**config.mk**
```make
export PLATFORM = sky130hd
export DESIGN_NAME = ac97_cmd_arbiter
export DESIGN_NICKNAME = d
export VERILOG_FILES = /design/src/rtl/ac97_cmd_arbiter.sv
export SDC_FILE = /design/constraint.sdc
export NUM_CORES = 1
export LEC_CHECK = 0
export BUFFER_PORTS_ARGS = -buffer_cell sky130_fd_sc_hd__clkbuf_2
export CORE_MARGIN = 2
export CORE_UTILIZATION = 40
export CTS_BUF_LIST = sky130_fd_sc_hd__clkbuf_8
export CTS_CLUSTER_SIZE = 40
export DETAILED_ROUTE_END_ITERATION = 8
export PLACE_DENSITY = 0.68
export SLEW_MARGIN = 5
export SYNTH_ARGS = -nofsm -noshare
export SYNTH_HDL_FRONTEND = slang
export SYNTH_SLANG_ARGS = --single-unit
```
**constraint.sdc**
```tcl
create_clock -name BIT_CLK -period 3.9 [get_ports BIT_CLK]
set_clock_uncertainty 0.15 [all_clocks]
set_input_delay 0.585 -clock BIT_CLK [delete_from_list [all_inputs] [get_ports BIT_CLK]]
set_output_delay 0.585 -clock BIT_CLK [all_outputs]
set_load 0.05 [all_outputs]
```
**src/rtl/ac97_cmd_arbiter.sv**
```systemverilog
// AC'97 slot-1/slot-2 command arbiter: shares the codec register-write
// path between NREQ requesters, applying commands on frame boundaries.
//
// Ports:
//   BIT_CLK, SYSTEM_RESET   clock, synchronous active-high reset
//   frame_sig               one-cycle pulse per AC'97 frame
//   req/req_addr/req_data   per-requester level request, 7b index, 16b data
//   ack                     one-cycle completion pulse to the winner
//   grant                   one-hot owner of the latched/active command
//   busy                    high whenever not idle
//   CMD_ADDR/CMD_DATA       slot-1 / slot-2 words to the controller
//   cmd_count               completed writes since reset (wraps)
module ac97_cmd_arbiter #(
    parameter int         NREQ        = 3,
    parameter int         HOLD_FRAMES = 2,
    parameter logic [6:0] IDLE_REG    = 7'h26
) (
    input  logic                 BIT_CLK,
    input  logic                 SYSTEM_RESET,
    input  logic                 frame_sig,
    input  logic [NREQ-1:0]      req,
    input  logic [NREQ*7-1:0]    req_addr,
    input  logic [NREQ*16-1:0]   req_data,
    output logic [NREQ-1:0]      ack,
    output logic [NREQ-1:0]      grant,
    output logic                 busy,
    output logic [19:0]          CMD_ADDR,
    output logic [19:0]          CMD_DATA,
    output logic [7:0]           cmd_count
);

    localparam int PW = (NREQ > 1) ? $clog2(NREQ) : 1;
    localparam logic [19:0] IDLE_ADDR = {1'b1, IDLE_REG, 12'h000};

    typedef enum logic [1:0] {
        IDLE,
        WAIT_FRAME,
        HOLD
    } state_t;

    state_t          state, state_n;
    logic [PW-1:0]   win, win_n;
    logic [PW-1:0]   rr_ptr, rr_ptr_n;
    logic [3:0]      frame_cnt, frame_cnt_n;
    logic [6:0]      lat_addr, lat_addr_n;
    logic [15:0]     lat_data, lat_data_n;
    logic [NREQ-1:0] ack_n, grant_n;
    logic [19:0]     cmd_addr_n, cmd_data_n;
    logic [7:0]      cmd_count_n;

    logic            pick_vld;
    logic [PW-1:0]   pick_idx;

    // Requester 0 wins outright; otherwise the first requester found
    // scanning 1..NREQ-1 from rr_ptr. Descending scan lets the closest
    // candidate to rr_ptr overwrite the others.
    always_comb begin
        int idx;
        idx      = 0;
        pick_vld = 1'b0;
        pick_idx = '0;
        if (req[0]) begin
            pick_vld = 1'b1;
        end else begin
            for (int k = NREQ - 2; k >= 0; k--) begin
                idx = ((int'(rr_ptr) - 1 + k) % (NREQ - 1)) + 1;
                if (req[idx]) begin
                    pick_vld = 1'b1;
                    pick_idx = PW'(idx);
                end
            end
        end
    end

    always_comb begin
        state_n     = state;
        win_n       = win;
        rr_ptr_n    = rr_ptr;
        frame_cnt_n = frame_cnt;
        lat_addr_n  = lat_addr;
        lat_data_n  = lat_data;
        ack_n       = '0;
        grant_n     = grant;
        cmd_addr_n  = CMD_ADDR;
        cmd_data_n  = CMD_DATA;
        cmd_count_n = cmd_count;
        case (state)
            IDLE: begin
                // The ack cycle is skipped so a requester that still
                // holds req is only re-arbitrated a cycle later.
                if (ack == '0 && pick_vld) begin
                    win_n      = pick_idx;
                    lat_addr_n = req_addr[7*int'(pick_idx) +: 7];
                    lat_data_n = req_data[16*int'(pick_idx) +: 16];
                    grant_n    = NREQ'(1) << pick_idx;
                    state_n    = WAIT_FRAME;
                end
            end
            WAIT_FRAME: begin
                if (frame_sig) begin
                    cmd_addr_n  = {1'b0, lat_addr, 12'h000};
                    cmd_data_n  = {lat_data, 4'h0};
                    frame_cnt_n = '0;
                    state_n     = HOLD;
                end
            end
            HOLD: begin
                if (frame_sig) begin
                    if (frame_cnt == 4'(HOLD_FRAMES - 1)) begin
                        ack_n       = grant;
                        grant_n     = '0;
                        cmd_addr_n  = IDLE_ADDR;
                        cmd_data_n  = 20'h00000;
                        cmd_count_n = cmd_count + 8'd1;
                        state_n     = IDLE;
                        if (win != '0) begin
                            rr_ptr_n = (win == PW'(NREQ - 1)) ?
                                       PW'(1) : win + PW'(1);
                        end
                    end else begin
                        frame_cnt_n = frame_cnt + 4'd1;
                    end
                end
            end
            default: state_n = IDLE;
        endcase
    end

    always_ff @(posedge BIT_CLK) begin
        if (SYSTEM_RESET) begin
            state     <= IDLE;
            win       <= '0;
            rr_ptr    <= PW'(1);
            frame_cnt <= '0;
            lat_addr  <= '0;
            lat_data  <= '0;
            ack       <= '0;
            grant     <= '0;
            CMD_ADDR  <= IDLE_ADDR;
            CMD_DATA  <= 20'h00000;
            cmd_count <= '0;
        end else begin
            state     <= state_n;
            win       <= win_n;
            rr_ptr    <= rr_ptr_n;
            frame_cnt <= frame_cnt_n;
            lat_addr  <= lat_addr_n;
            lat_data  <= lat_data_n;
            ack       <= ack_n;
            grant     <= grant_n;
            CMD_ADDR  <= cmd_addr_n;
            CMD_DATA  <= cmd_data_n;
            cmd_count <= cmd_count_n;
        end
    end

    assign busy = (state != IDLE);

endmodule

```
### Yosys cells after proc, flatten, opt, wreduce, memory -nomap -nowiden

Index checks and enable logic that the tools add are counted.

* $mul: 1
* mux-type cells: 34
* eq/ne operators: 9
* order comparisons: 2
* add/sub/neg operators: 7
* shift-type cells: 3
* bitwise operators: 5
* reductions and logical operators: 15

Operators with widths (count)
* 2-to-1 mux 20 bit: 6
* case mux 20 bit (2 select lines): 2
* variable part select 48 x 7 -> 16 bit: 1
* adder 32 x 2 -> 32 bit, second input constant: 1
* variable part select 21 x 6 -> 7 bit: 1
* AND reduction 4 bit: 5
* 2-to-1 mux 2 bit: 8
* 2-to-1 mux 4 bit: 3
* inequality test 2 bit, second input constant: 5
* 2-to-1 mux 3 bit: 3
* adder 8 x 1 -> 8 bit, second input constant: 1
* < comparator 3 x 4 -> 1 bit, second input constant: 2
* case mux 4 bit (2 select lines): 1
* nonzero test 2 bit: 4
* 2-to-1 mux 1 bit: 7
* adder 2 x 2 -> 3 bit, second input constant: 2
* case mux 2 bit (3 select lines): 1
* case mux 3 bit (2 select lines): 1
* multiplier 3 x 2 -> 5 bit, first input constant: 1
* adder 4 x 1 -> 4 bit, second input constant: 1
* binary-select mux 1 bit (select 2 bit): 2
* == test 2 bit, second input constant: 2
* == test 4 x 1 -> 1 bit, second input constant: 1
* OR reduction 4 bit: 1
* 11 further kinds: 14

* input port bits: 75
* register bits: 87
* word-level logic and storage cells: 87

### Longest topological paths before layout

* word-level depth: 13
* mapped depth: 7

### Least setup slack after synthesis

Ideal clock, no wire load.

* path kind: reg-to-reg
* start point: register ack[1]
* end point: register win[1]
* setup slack: 1.890 ns
* data arrival time: 1.733 ns
* path buffers: 1
* stages on the path, launching flop included: 6
* setup time: 0.128 ns
* cells stage by stage: dfxtp_1 > or4_4 > a211oi_4 > buf_6 > mux2i_1 > nor2_1

* cells in the longest elaborated chain, start to end: 3

Ends and longest elaborated chain
* start, declared: RTL line 24 `output logic [NREQ-1:0] ack,`
* start signal, assigned: RTL line 149 `ack <= ack_n;`
* zero test 3 bit: RTL line 91 `if (ack == '0 && pick_vld) begin`
* logical AND 1 bit: RTL line 91
* AND reduction 2 bit (no source line)
* end signal, assigned: RTL line 144 `win <= win_n;`
* end, declared: RTL line 42 `logic [PW-1:0] win, win_n;`

No other way between the ends.
A chain may end at the register's enable or synchronous reset.

### Final worst setup path

* start point: register state[0]
* end point: register grant[1]

* cells in the longest elaborated chain, start to end: 3

Ends and longest elaborated chain
* start, declared: RTL line 41 `state_t state, state_n;`
* start signal, assigned: RTL line 143 `state <= state_n;`
* == test 2 bit or zero test 2 bit (tied branches): RTL line 87 `case (state)`
* inequality test 2 bit (no source line) or nonzero test 2 bit (tied branches)
* AND reduction 4 bit (no source line)
* end signal, assigned: RTL line 150 `grant <= grant_n;`
* end, declared: RTL line 25 `output logic [NREQ-1:0] grant,`

Parallel ways exist; a longest one is shown, timed or not.

==> summary.txt <==
Timing
  • Transition time at the pin with the least slew margin: 1185 ps
  • Tcrit/Tclk final: 0.6644
  • Hold slack final: 303.4 ps
  • Crit path time final: 2591 ps
  • Final Setup Violations: 0
  • Peak Freq: 385.9 MHz
  • Final Hold Fails: 0
  • Max Slew Vio Count: 0
  • Slew HR: 0.2101
  • Setup TNS: 0 ps
  • RSZ-0062 raised after global routing: no
  • Final WS setup: 1309 ps

Finish
  • Layout filler cell count: 720
  • Final Cell Area: 3958 um^2
  • Synthesis-to-finish area growth: 24.53%
  • Final core utilization: 0.5121
  • Non-Filler Instances: 531
  • Most frequent cells in the layout: clkbuf_2 (113), dfxtp_1 (71), nor2_1 (41)
  • Nets@finish: 502
  • Commonest non-fill, non-tap cell in the layout: clkbuf_2
  • Footprint of the multi-input gates: 1572 um^2
  • Ant. Diodes: 0
  • Layout cells sized above 1: 0.3823
  • Reg area: 1421 um^2

Clock network
  • CTS tree: built
  • Clk root buf: clkbuf_8
  • CTS H-tree lvls: 3
  • Setup Buffers After CTS: 0
  • Total CTS buffers: 9
  • Hold buffer count at cts: 0
  • Clock slew seen by the registers of the worst setup and hold paths: 80 ps
  • Num Clock Sinks: 71
  • Max Root-Sink Buffers: 2
  • Post-cts sizing count: 0
  • Skew-Pair Late Insertion Delay: 340 ps

Route
  • Post-route ant nets: 0
  • DR vias: 2,855
  • Vias per cell: 5.377
  • WL final: 7.998 mm
  • DRC: 0
  • First-pass DRT Iterations: 5
  • Initial DRC count: 226
  • DR WL/cell: 15.06 um

Hold path
  • WHS Endpoint: CMD_ADDR[13]
  • Hold wc startpoint: CMD_ADDR[13]
  • WHS Path Cells: 2
  • HP Class: register to register

Critical path
  • End of the worst register-to-register path: grant[1]
  • Worst path required time: 4010 ps
  • CP Capture Type: register
  • Cell chain of the critical path: or4_4 -> a211oi_4 -> buf_12 -> nand3_1 -> a21oi_1
  • Crit-path max FO: 40
  • Buf/Inv on CP: 1
  • Crit-path leading delay family: compound AO/OA/AOI/OAI gates
  • Reg2Reg Depth: 5
  • CP max stage delay: 630 ps
  • FF-to-FF setup slack: 1310 ps
  • Critical path class: register to register
  • Reg2reg start: state[0]
  • Worst path slowest cell: or4_4
  • CP arrival: 2700 ps
  • Startpoint Class: register
  • Critical Path Start: state[0]

Floorplan
  • Die Height: 93.14 um
  • Core Area: 7727 um^2
  • # IOs: 130
  • Initial Util: 0.4113
  • Std-Cell Rows: 32
  • Die area: 8674 um^2
  • Die width: 93.14 um

Synth
  • Portion of netlist area occupied by mux cells: 0.003150
  • Register bit total from synthesis: 71
  • Simple-Gate Fraction of Synth Area: 0.1335
  • Top post-synthesis cells by area: dfxtp_1 (45%), a211oi_2 (9.1%), a222oi_1 (7.2%)
  • XOR/XNOR share of the synthesized area: 0.01654
  • Largest family of logic cells by synthesized area: compound AO/OA/AOI/OAI gates
  • Synth top area share: 0.4472
  • Top cell type by total area after synthesis: dfxtp_1
  • Synth Flop Type: dfxtp_1
  • Compound-Gate Fraction of Synth Area: 0.2984
  • Synth unique cells: 50
  • Synthesized-area fraction occupied by adder cells: 0.01181
  • Mean Syn Cell Area: 9.870 um^2
  • Yosys warns: 0
  • Synthesized instance count: 322
  • Post-synthesis cell area: 3178 um^2
  • Register area share after synthesis: 0.4472
  • Async S/R FF share, synth: 0
  • Post-synth EDFFs: 0

Flow run
  • Max-cap violations: 0

Placement
  • IO Port Bufs: 113
  • Placed instance count: 515
  • Placed inst area: 3762 um^2
  • Pre-CTS WS: 1270 ps
  • Half-perimeter wire length after placement: 5.492 mm
  • GP Congestion: 0.7798

GRT
  • GR Overflow Total: 0
  • Total GRT Usage: 0.1882
  • Vias in the first global route: 2,570
  • Pin count of the biggest net entering global routing: 41
  • First-pass GRT wire length: 12.79 mm
  • Initial antenna violation count: 0

Power
  • Worst VDD drop: 0.0001775 V
  • Pwr Total: 1.747 mW
  • Leak: 1.752 nW
  • Pwr dens: 441.4 nW/um^2

Status
  • Status: completed
## worst reg2reg max path: cells and delay by family, from the launching register on
kind                   cells  cell delay, ps
AOI/OAI and AO/OA          2             830
buffers and inverters      1             310
DFF                        1             450
and+or+nand+nor            2             770
## cells in the mapped netlist (2+ instances only)
library cell	n
ha_1	3
o41ai_1	2
nand2_1	8
o21ai_0	5
o21a_1	2
and4_1	2
a222oi_1	23
buf_4	18
a211oi_2	23
inv_1	9
nor3b_1	4
a22o_1	20
buf_6	3
buf_2	2
nand3b_1	3
buf_1	2
a21oi_1	17
nand3_1	6
a2bb2oi_1	2
xnor2_1	4
nor3_1	2
dfxtp_1	71
nand2b_1	4
nor4_1	2
clkbuf_1	16
nand4_1	2
or2_2	2
xor2_1	2
nor2_1	41
or3_1	2
## flip-flops by register name (all words and copies together) (netlist names)
signal	flops
lat_data	16
cmd_count	8
win	2
CMD_ADDR	8
frame_cnt	4
rr_ptr	2
grant	3
CMD_DATA	16
state	2
lat_addr	7
ack	3
## area by class of cell
class	instances	share of cell area
multi-input cells	216	0.3971
flip-flops and latches	71	0.3592
inverters	9	0.008536
well taps	102	0.03225
repair buffers	117	0.1537
clock inverters	7	0.01802
clock buffers	9	0.03130
## how the worst max path moves through the flow
stage	slack [ps]	to	cells after the start
floorplan	1890	win[1]	5
detailed placement	1270	lat_data[2]	5
CTS	1290	grant[1]	5
global route	1140	grant[1]	5
finish	1310	grant[1]	5
global placement	1340	lat_addr[5]	5
## where the power goes
| group | total (mW) | internal, mW | switching [mW] |
|---|---|---|---|
| clock network | 0.581 | 0.296 | 0.285 |
| registers | 0.810 | 0.775 | 0.0346 |
| logic | 0.356 | 0.123 | 0.233 |
## kinds of logic (layout without fill, tap and decap cells)
group                      after synthesis  after routing
AOI/OAI and AO/OA                      105            105
xor gates and xnor gates                 6              6
adders and majority gates                3              3
buffers and inverters                   50            142
DFF                                     71             71
muxes                                    1              1
other                                    1             16
and+or+nand+nor                         85             85
## routing by layer
metal	vias up	global-route usage	wire length, um
met3	8	0.03465	510
met1	1353	0.2472	3432
li1	1391	-	-
met5	-	0	0
met4	0	0.09191	117
met2	103	0.2983	3937
Power figures use the tool's default switching activity.
